`src/rtl/tblink_rpc_rtl_pkg.sv`:
```
// Shared types and constants for the TBLink RPC invoke responder.
package tblink_rpc_rtl_pkg;

    // Responder control states.
    typedef enum logic [2:0] {
        HDR_MID,
        HDR_CID,
        HDR_LEN,
        PARAMS,
        DISCARD,
        DISPATCH,
        WAIT,
        SEND
    } state_t;

    // Response status codes.
    localparam logic [7:0] RSP_OK         = 8'd0;
    localparam logic [7:0] RSP_BAD_METHOD = 8'd1;
    localparam logic [7:0] RSP_BAD_LEN    = 8'd2;
    localparam logic [7:0] RSP_TIMEOUT    = 8'd3;

    // Request frame header: method_id, call_id, len.
    localparam int FRAME_HDR_BYTES = 3;

    // Registered control outputs implied by a state: {req_ready, inv_valid, busy}.
    function automatic logic [2:0] state_outputs(input state_t s);
        logic [2:0] o;
        case (s)
            HDR_MID:  o = 3'b100;
            HDR_CID,
            HDR_LEN,
            PARAMS,
            DISCARD:  o = 3'b101;
            DISPATCH: o = 3'b011;
            default:  o = 3'b001;
        endcase
        return o;
    endfunction

endpackage

```
`src/rtl/tblink_rpc_rsp_serializer.sv`:
```
// Response frame serializer: call_id, status, then RET_BYTES return bytes, LSB first.
module tblink_rpc_rsp_serializer
    import tblink_rpc_rtl_pkg::*;
#(
    parameter int RET_BYTES = 4
) (
    input  logic                   clock,
    input  logic                   reset_n,
    input  logic                   load,
    input  logic [7:0]             call_id,
    input  logic [7:0]             status,
    input  logic [8*RET_BYTES-1:0] ret,
    output logic [7:0]             rsp_dat,
    output logic                   rsp_valid,
    input  logic                   rsp_ready,
    output logic                   rsp_last,
    output logic                   done
);

    localparam int RSP_BYTES = 2 + RET_BYTES;
    localparam int IDX_W     = $clog2(RSP_BYTES + 1);

    logic [8*RSP_BYTES-1:0] frame;
    logic [IDX_W-1:0]       idx;

    // The byte on the wire is always the bottom of the shift register.
    assign rsp_dat = frame[7:0];
    assign done    = rsp_valid & rsp_ready & rsp_last;

    // Load a whole frame, then shift one byte out per accepted handshake.
    always_ff @(posedge clock or negedge reset_n) begin
        if (!reset_n) begin
            frame     <= '0;
            idx       <= '0;
            rsp_valid <= 1'b0;
            rsp_last  <= 1'b0;
        end else if (load) begin
            frame     <= {ret, status, call_id};
            idx       <= '0;
            rsp_valid <= 1'b1;
            rsp_last  <= (RSP_BYTES == 1);
        end else if (rsp_valid && rsp_ready) begin
            if (rsp_last) begin
                frame     <= '0;
                idx       <= '0;
                rsp_valid <= 1'b0;
                rsp_last  <= 1'b0;
            end else begin
                frame    <= frame >> 8;
                idx      <= idx + IDX_W'(1);
                rsp_last <= (idx == IDX_W'(RSP_BYTES - 2));
            end
        end
    end

endmodule

```
`src/rtl/tblink_rpc_invoke_responder.sv`:
```
// TBLink invoke responder: de-frames requests, dispatches one call, returns a response frame.
module tblink_rpc_invoke_responder
    import tblink_rpc_rtl_pkg::*;
#(
    parameter int MAX_PARAM_BYTES = 8,
    parameter int RET_BYTES       = 4,
    parameter int NUM_METHODS     = 16,
    parameter int TIMEOUT_CYCLES  = 0
) (
    input  logic                         clock,
    input  logic                         reset_n,
    input  logic [7:0]                   req_dat,
    input  logic                         req_valid,
    output logic                         req_ready,
    output logic                         inv_valid,
    input  logic                         inv_ready,
    output logic [7:0]                   inv_method,
    output logic [7:0]                   inv_call_id,
    output logic [7:0]                   inv_nbytes,
    output logic [8*MAX_PARAM_BYTES-1:0] inv_params,
    input  logic                         cmp_valid,
    input  logic [8*RET_BYTES-1:0]       cmp_ret,
    output logic [7:0]                   rsp_dat,
    output logic                         rsp_valid,
    input  logic                         rsp_ready,
    output logic                         rsp_last,
    output logic                         busy
);

    localparam int          PIDX_W   = $clog2(MAX_PARAM_BYTES + 1);
    localparam logic [7:0]  MAX_LEN  = 8'(MAX_PARAM_BYTES);
    localparam logic [31:0] TMO_LAST = 32'(TIMEOUT_CYCLES) - 32'd1;

    state_t                 state;
    logic [7:0]             method_id;
    logic [7:0]             call_id;
    logic [7:0]             status_r;
    logic [PIDX_W-1:0]      pidx;
    logic [7:0]             disc_cnt;
    logic [31:0]            tmo_cnt;

    logic                   req_acc;
    logic [7:0]             len_status;
    logic                   timeout_hit;
    logic                   ser_load;
    logic [7:0]             ser_status;
    logic [8*RET_BYTES-1:0] ser_ret;
    logic                   ser_done;

    assign req_acc     = req_valid & req_ready;
    assign inv_method  = method_id;
    assign inv_call_id = call_id;
    assign timeout_hit = (TIMEOUT_CYCLES != 0) && (state == WAIT) && (tmo_cnt == TMO_LAST);

    // Validate the header: an oversize length outranks an unknown method.
    always_comb begin
        len_status = RSP_OK;
        if (req_dat > MAX_LEN) begin
            len_status = RSP_BAD_LEN;
        end else if ({1'b0, method_id} >= 9'(NUM_METHODS)) begin
            len_status = RSP_BAD_METHOD;
        end
    end

    // Decide when a response frame is loaded, so its first byte appears the next cycle.
    always_comb begin
        ser_load   = 1'b0;
        ser_status = RSP_OK;
        ser_ret    = '0;
        case (state)
            HDR_LEN: begin
                if (req_acc && (len_status != RSP_OK) && (req_dat == 8'd0)) begin
                    ser_load   = 1'b1;
                    ser_status = len_status;
                end
            end
            DISCARD: begin
                if (req_acc && (disc_cnt == 8'd1)) begin
                    ser_load   = 1'b1;
                    ser_status = status_r;
                end
            end
            WAIT: begin
                if (cmp_valid) begin
                    ser_load   = 1'b1;
                    ser_status = RSP_OK;
                    ser_ret    = cmp_ret;
                end else if (timeout_hit) begin
                    ser_load   = 1'b1;
                    ser_status = RSP_TIMEOUT;
                end
            end
            default: ;
        endcase
    end

    // Main control FSM with registered handshake/busy outputs.
    always_ff @(posedge clock or negedge reset_n) begin
        if (!reset_n) begin
            state                       <= HDR_MID;
            {req_ready, inv_valid, busy} <= state_outputs(HDR_MID);
            method_id                   <= '0;
            call_id                     <= '0;
            inv_nbytes                  <= '0;
            inv_params                  <= '0;
            status_r                    <= RSP_OK;
            pidx                        <= '0;
            disc_cnt                    <= '0;
            tmo_cnt                     <= '0;
        end else begin
            case (state)
                HDR_MID: begin
                    if (req_acc) begin
                        method_id                   <= req_dat;
                        inv_params                  <= '0;
                        state                       <= HDR_CID;
                        {req_ready, inv_valid, busy} <= state_outputs(HDR_CID);
                    end
                end
                HDR_CID: begin
                    if (req_acc) begin
                        call_id                     <= req_dat;
                        state                       <= HDR_LEN;
                        {req_ready, inv_valid, busy} <= state_outputs(HDR_LEN);
                    end
                end
                HDR_LEN: begin
                    if (req_acc) begin
                        inv_nbytes <= req_dat;
                        status_r   <= len_status;
                        pidx       <= '0;
                        if (len_status != RSP_OK) begin
                            if (req_dat == 8'd0) begin
                                state                       <= SEND;
                                {req_ready, inv_valid, busy} <= state_outputs(SEND);
                            end else begin
                                disc_cnt                    <= req_dat;
                                state                       <= DISCARD;
                                {req_ready, inv_valid, busy} <= state_outputs(DISCARD);
                            end
                        end else if (req_dat == 8'd0) begin
                            state                       <= DISPATCH;
                            {req_ready, inv_valid, busy} <= state_outputs(DISPATCH);
                        end else begin
                            state                       <= PARAMS;
                            {req_ready, inv_valid, busy} <= state_outputs(PARAMS);
                        end
                    end
                end
                PARAMS: begin
                    if (req_acc) begin
                        for (int k = 0; k < MAX_PARAM_BYTES; k++) begin
                            if (pidx == PIDX_W'(k)) begin
                                inv_params[8*k +: 8] <= req_dat;
                            end
                        end
                        pidx <= pidx + PIDX_W'(1);
                        if ((8'(pidx) + 8'd1) == inv_nbytes) begin
                            state                       <= DISPATCH;
                            {req_ready, inv_valid, busy} <= state_outputs(DISPATCH);
                        end
                    end
                end
                DISCARD: begin
                    if (req_acc) begin
                        disc_cnt <= disc_cnt - 8'd1;
                        if (disc_cnt == 8'd1) begin
                            state                       <= SEND;
                            {req_ready, inv_valid, busy} <= state_outputs(SEND);
                        end
                    end
                end
                DISPATCH: begin
                    if (inv_ready) begin
                        tmo_cnt                     <= '0;
                        state                       <= WAIT;
                        {req_ready, inv_valid, busy} <= state_outputs(WAIT);
                    end
                end
                WAIT: begin
                    if (ser_load) begin
                        state                       <= SEND;
                        {req_ready, inv_valid, busy} <= state_outputs(SEND);
                    end else if (tmo_cnt != '1) begin
                        tmo_cnt <= tmo_cnt + 32'd1;
                    end
                end
                SEND: begin
                    if (ser_done) begin
                        state                       <= HDR_MID;
                        {req_ready, inv_valid, busy} <= state_outputs(HDR_MID);
                    end
                end
                default: begin
                    state                       <= HDR_MID;
                    {req_ready, inv_valid, busy} <= state_outputs(HDR_MID);
                end
            endcase
        end
    end

    tblink_rpc_rsp_serializer #(
        .RET_BYTES (RET_BYTES)
    ) u_ser (
        .clock     (clock),
        .reset_n   (reset_n),
        .load      (ser_load),
        .call_id   (call_id),
        .status    (ser_status),
        .ret       (ser_ret),
        .rsp_dat   (rsp_dat),
        .rsp_valid (rsp_valid),
        .rsp_ready (rsp_ready),
        .rsp_last  (rsp_last),
        .done      (ser_done)
    );

endmodule

```
`config.mk`:
```
export PLATFORM = sky130hd
export DESIGN_NAME = tblink_rpc_invoke_responder
export DESIGN_NICKNAME = d
export VERILOG_FILES = /design/src/rtl/tblink_rpc_rtl_pkg.sv /design/src/rtl/tblink_rpc_rsp_serializer.sv /design/src/rtl/tblink_rpc_invoke_responder.sv
export SDC_FILE = /design/constraint.sdc
export NUM_CORES = 1
export LEC_CHECK = 0
export ABC_CLOCK_PERIOD_IN_PS = 2980
export BUFFER_PORTS_ARGS = -buffer_cell sky130_fd_sc_hd__clkbuf_2
export CAP_MARGIN = 20
export CORE_MARGIN = 4
export CORE_UTILIZATION = 30
export DETAILED_ROUTE_END_ITERATION = 6
export PLACE_DENSITY = 0.48
export RECOVER_POWER = 25
export SLEW_MARGIN = 20
export SYNTH_ARGS = -nofsm -noshare
export SYNTH_HDL_FRONTEND = slang
export SYNTH_HIERARCHICAL = 1
export SYNTH_SLANG_ARGS = --single-unit
```
`constraint.sdc`:
```
create_clock -name clock -period 2.98 [get_ports clock]
set_input_delay 0.447 -clock clock [delete_from_list [all_inputs] [get_ports clock]]
set_output_delay 0.447 -clock clock [all_outputs]
set_load 0.02 [all_outputs]
```
==> metrics.csv <==
metric;value;unit
drt_first_pass_iters;6;
grt.total_usage;15.1;%
portBuffers;146;
fp.dieW;166;um
grt_max_degree;64;
violations;max-capacitance violations, max-slew violations;
path_class;reg2reg;
grt_pass1_wl;33600;um
post-dp-hpwl;14400;um
insertion_delay;0.43;ns
synth_ff_type;dfrtp_1;
fin_nets;868;
htree_levels;4;
grt_overflow_total;0;
die_y;166;um
syn_area;7530;um2
tightest_slew;1.69;ns
ir_drop;0.375;mV
slew_viol_final;63;
drive_gt1_share;33.4;%
ios;147;
fin_crit;2.54;ns
yosys-top-cells-area;dfrtp_1 53%, mux2_2 8.4%, nand2_1 6.2%;
core_area;24500;um2
ant_nets;0;
clk_pin_slew;0.08;ns
clock-sinks;161;
stdcell_count;1148;
fin_skew;0.0129;ns
diodes;0;
avgSynthCellArea;11.2;um2
cap_violations;1;
crit_fanout;42;
post_cts_buffers;0;
post_drt_wl_per_cell;18.1;um
hold_path_class;in2reg;
slew_headroom;-12.8;%
num_rows;57;
gp_congestion;0.791;
cp.arrival;2.91;ns
area_growth;21.5;%
yosysWarnings;6;
synthCells;673;
synth_edf_count;0;
p_leak;4.67;nW
cts_hold_buffers;0;
drt-total-wl;20800;um
worst_setup_path_start_kind;flop;
drc;0;
cts_buffer_depth;2;
setup_tns;0;ns
fmax;394;MHz
drtIter0Drc;380;
outcome;finished with violations;
start_util;30.7;%
drt-vias-per-instance;4.78;
rsz0062_at_grt;no;
async_flop_share;100;%
grt_pass1_vias;5661;
num_vias;5489;
synth.ff_latch_count;161;
synth.distinct_cells;67;
cts_resized;0;
cts_tree;yes;
crit_required;3.35;ns
setup_viol;0;
antenna_found_initial;0;
placedCellCount;1116;
die_area;27700;um2
hold_violations;0;
power_density;520;nW/um2
yosysSeqAreaShare;53.5;%
synth_top_area_cell;dfrtp_1;
root_buffer;clkbuf_16;
crit_path_end_kind;flop;
period_share;85.2;%
cts_buffers;17;
synth_top_area_share;53.1;%
-- cells in the final DEF (no fill, tap or decap), types with 2 or more instances in the layout --
| cell type | n |
|---|---|
| nor2b_1 | 6 |
| o21ai_0 | 11 |
| clkbuf_2 | 146 |
| o21a_1 | 2 |
| nand2_1 | 124 |
| o22ai_1 | 3 |
| and2_1 | 43 |
| dfrtp_1 | 160 |
| nand2b_1 | 2 |
| a21oi_1 | 25 |
| a22oi_1 | 42 |
| a22o_1 | 35 |
| o21ai_1 | 2 |
| clkbuf_16 | 17 |
| conb_1 | 6 |
| or4_4 | 3 |
| a32o_1 | 9 |
| buf_4 | 13 |
| ha_1 | 11 |
| o21ai_2 | 2 |
| xnor2_1 | 3 |
| o211ai_1 | 3 |
| inv_8 | 5 |
| nor3_1 | 4 |
| inv_1 | 12 |
| xor2_1 | 2 |
| nand3_1 | 6 |
| mux2_2 | 56 |
| and3_1 | 4 |
| inv_6 | 2 |
| nand3b_1 | 2 |
| nor2_1 | 12 |
| buf_12 | 3 |
| nand2_2 | 2 |
| clkinv_8 | 6 |
| or3_1 | 2 |
| a31oi_1 | 3 |
-- worst max-delay path: stages (launching register included) --
cell      delay, ns
dfrtp_1        0.41
inv_1          0.08
ha_1           0.17
and4bb_2       0.25
and3_1         0.21
a311o_2        0.50
nor4bb_4       0.37
buf_12         0.26
a22oi_1        0.13
nand2_1        0.09
-- layout make-up --
| class | instances | area (um2) |
|---|---|---|
| clock inverter | 15 | 188 |
| tap | 324 | 405 |
| inverter | 12 | 45.0 |
| multi-input combinational | 456 | 3170 |
| timing repair buffer | 163 | 892 |
| sequential | 161 | 4030 |
| clock buffer | 17 | 425 |
| fill | 2510 | 15400 |
-- final timing paths --
kind / start / end / slack, ns / depth (start not counted)
max: disc_cnt[1]$_DFFE_PN0P_ / u_ser/frame[2]$_DFFE_PN0P_ / 0.44 / 9
min: cmp_ret[7] / u_ser/frame[23]$_DFFE_PN0P_ / 0.31 / 4
max reg2reg: disc_cnt[1]$_DFFE_PN0P_ / u_ser/frame[2]$_DFFE_PN0P_ / 0.44 / 9
min reg2reg: inv_params[15]$_DFFE_PN0P_ / inv_params[15]$_DFFE_PN0P_ / 0.50 / 1
max in group asynchronous: reset_n / inv_params[30]$_DFFE_PN0P_ / 1.38 / 2
min in group asynchronous: reset_n / u_ser/frame[44]$_DFFE_PN0P_ / 0.46 / 1
-- cell usage after synthesis, types with 4 or more instances --
library cell,instances
inv_1,12
a22oi_1,42
buf_4,16
a21oi_1,25
nor2b_1,6
a22o_1,35
mux2_2,56
buf_2,8
dfrtp_1,160
a32o_1,9
and3_1,4
nor3_1,4
o21ai_0,11
clkbuf_1,18
nor2_1,12
nand2_1,124
nand3_1,6
and2_1,43
buf_8,4
ha_1,11
-- layer usage --
| metal | vias to the layer above | wire, um | track usage (%) |
|---|---|---|---|
| li1 | 2649 | - | - |
| met1 | 2682 | 9530 | 21.0 |
| met2 | 140 | 9460 | 22.4 |
| met3 | 18 | 1500 | 5.36 |
| met4 | 0 | 332 | 4.13 |
| met5 | - | 0 | 0 |
-- sequential cells by signal, indices dropped and copies added, names as in the netlist --
| signal | flops |
|---|---|
| inv_nbytes | 8 |
| state | 3 |
| req_ready | 1 |
| busy | 1 |
| u_ser/idx | 3 |
| inv_method | 8 |
| pidx | 4 |
| inv_params | 64 |
| disc_cnt | 8 |
| u_ser/rsp_last | 1 |
| u_ser/rsp_valid | 1 |
| inv_call_id | 8 |
| inv_valid | 1 |
| status_r | 2 |
| u_ser/frame | 48 |
-- cells by family (layout without fill, tap and decap cells) --
logic type | Yosys count | count (layout) | synth area share [%]
simple gates | 227 | 227 | 15.4
flops | 161 | 161 | 53.5
compound gates | 148 | 148 | 14.9
buf+inv | 61 | 207 | 4.87
mux | 59 | 59 | 8.85
fa+ha+maj | 11 | 11 | 1.83
xor+xnor | 5 | 5 | 0.581
other cells | 1 | 6 | 0.0498
-- metrics by stage --
stage | utilization, % | power, W | worst slack, ns | cell area, um2 | hold slack, ns
after floorplan | - | 0.00246 | 0.701 | 7550 | 0.151
after global placement | 34.8 | 0.00260 | 0.331 | 8550 | 0.473
after detailed placement | 34.8 | 0.00260 | 0.301 | 8550 | 0.481
after CTS | 37.3 | 0.00484 | 0.439 | 9160 | 0.0308
after global routing | 37.3 | 0.00497 | 0.271 | 9150 | 0.318
final | 37.3 | 0.00476 | 0.441 | 9150 | 0.312
-- report_power, final --
part           total [W]  internal (W)  switching, W
logic           0.000301      0.000105      0.000196
clock network    0.00221       0.00114       0.00107
registers        0.00225       0.00221     0.0000349
total            0.00476       0.00346       0.00130
Power figures use the tool's default switching activity.
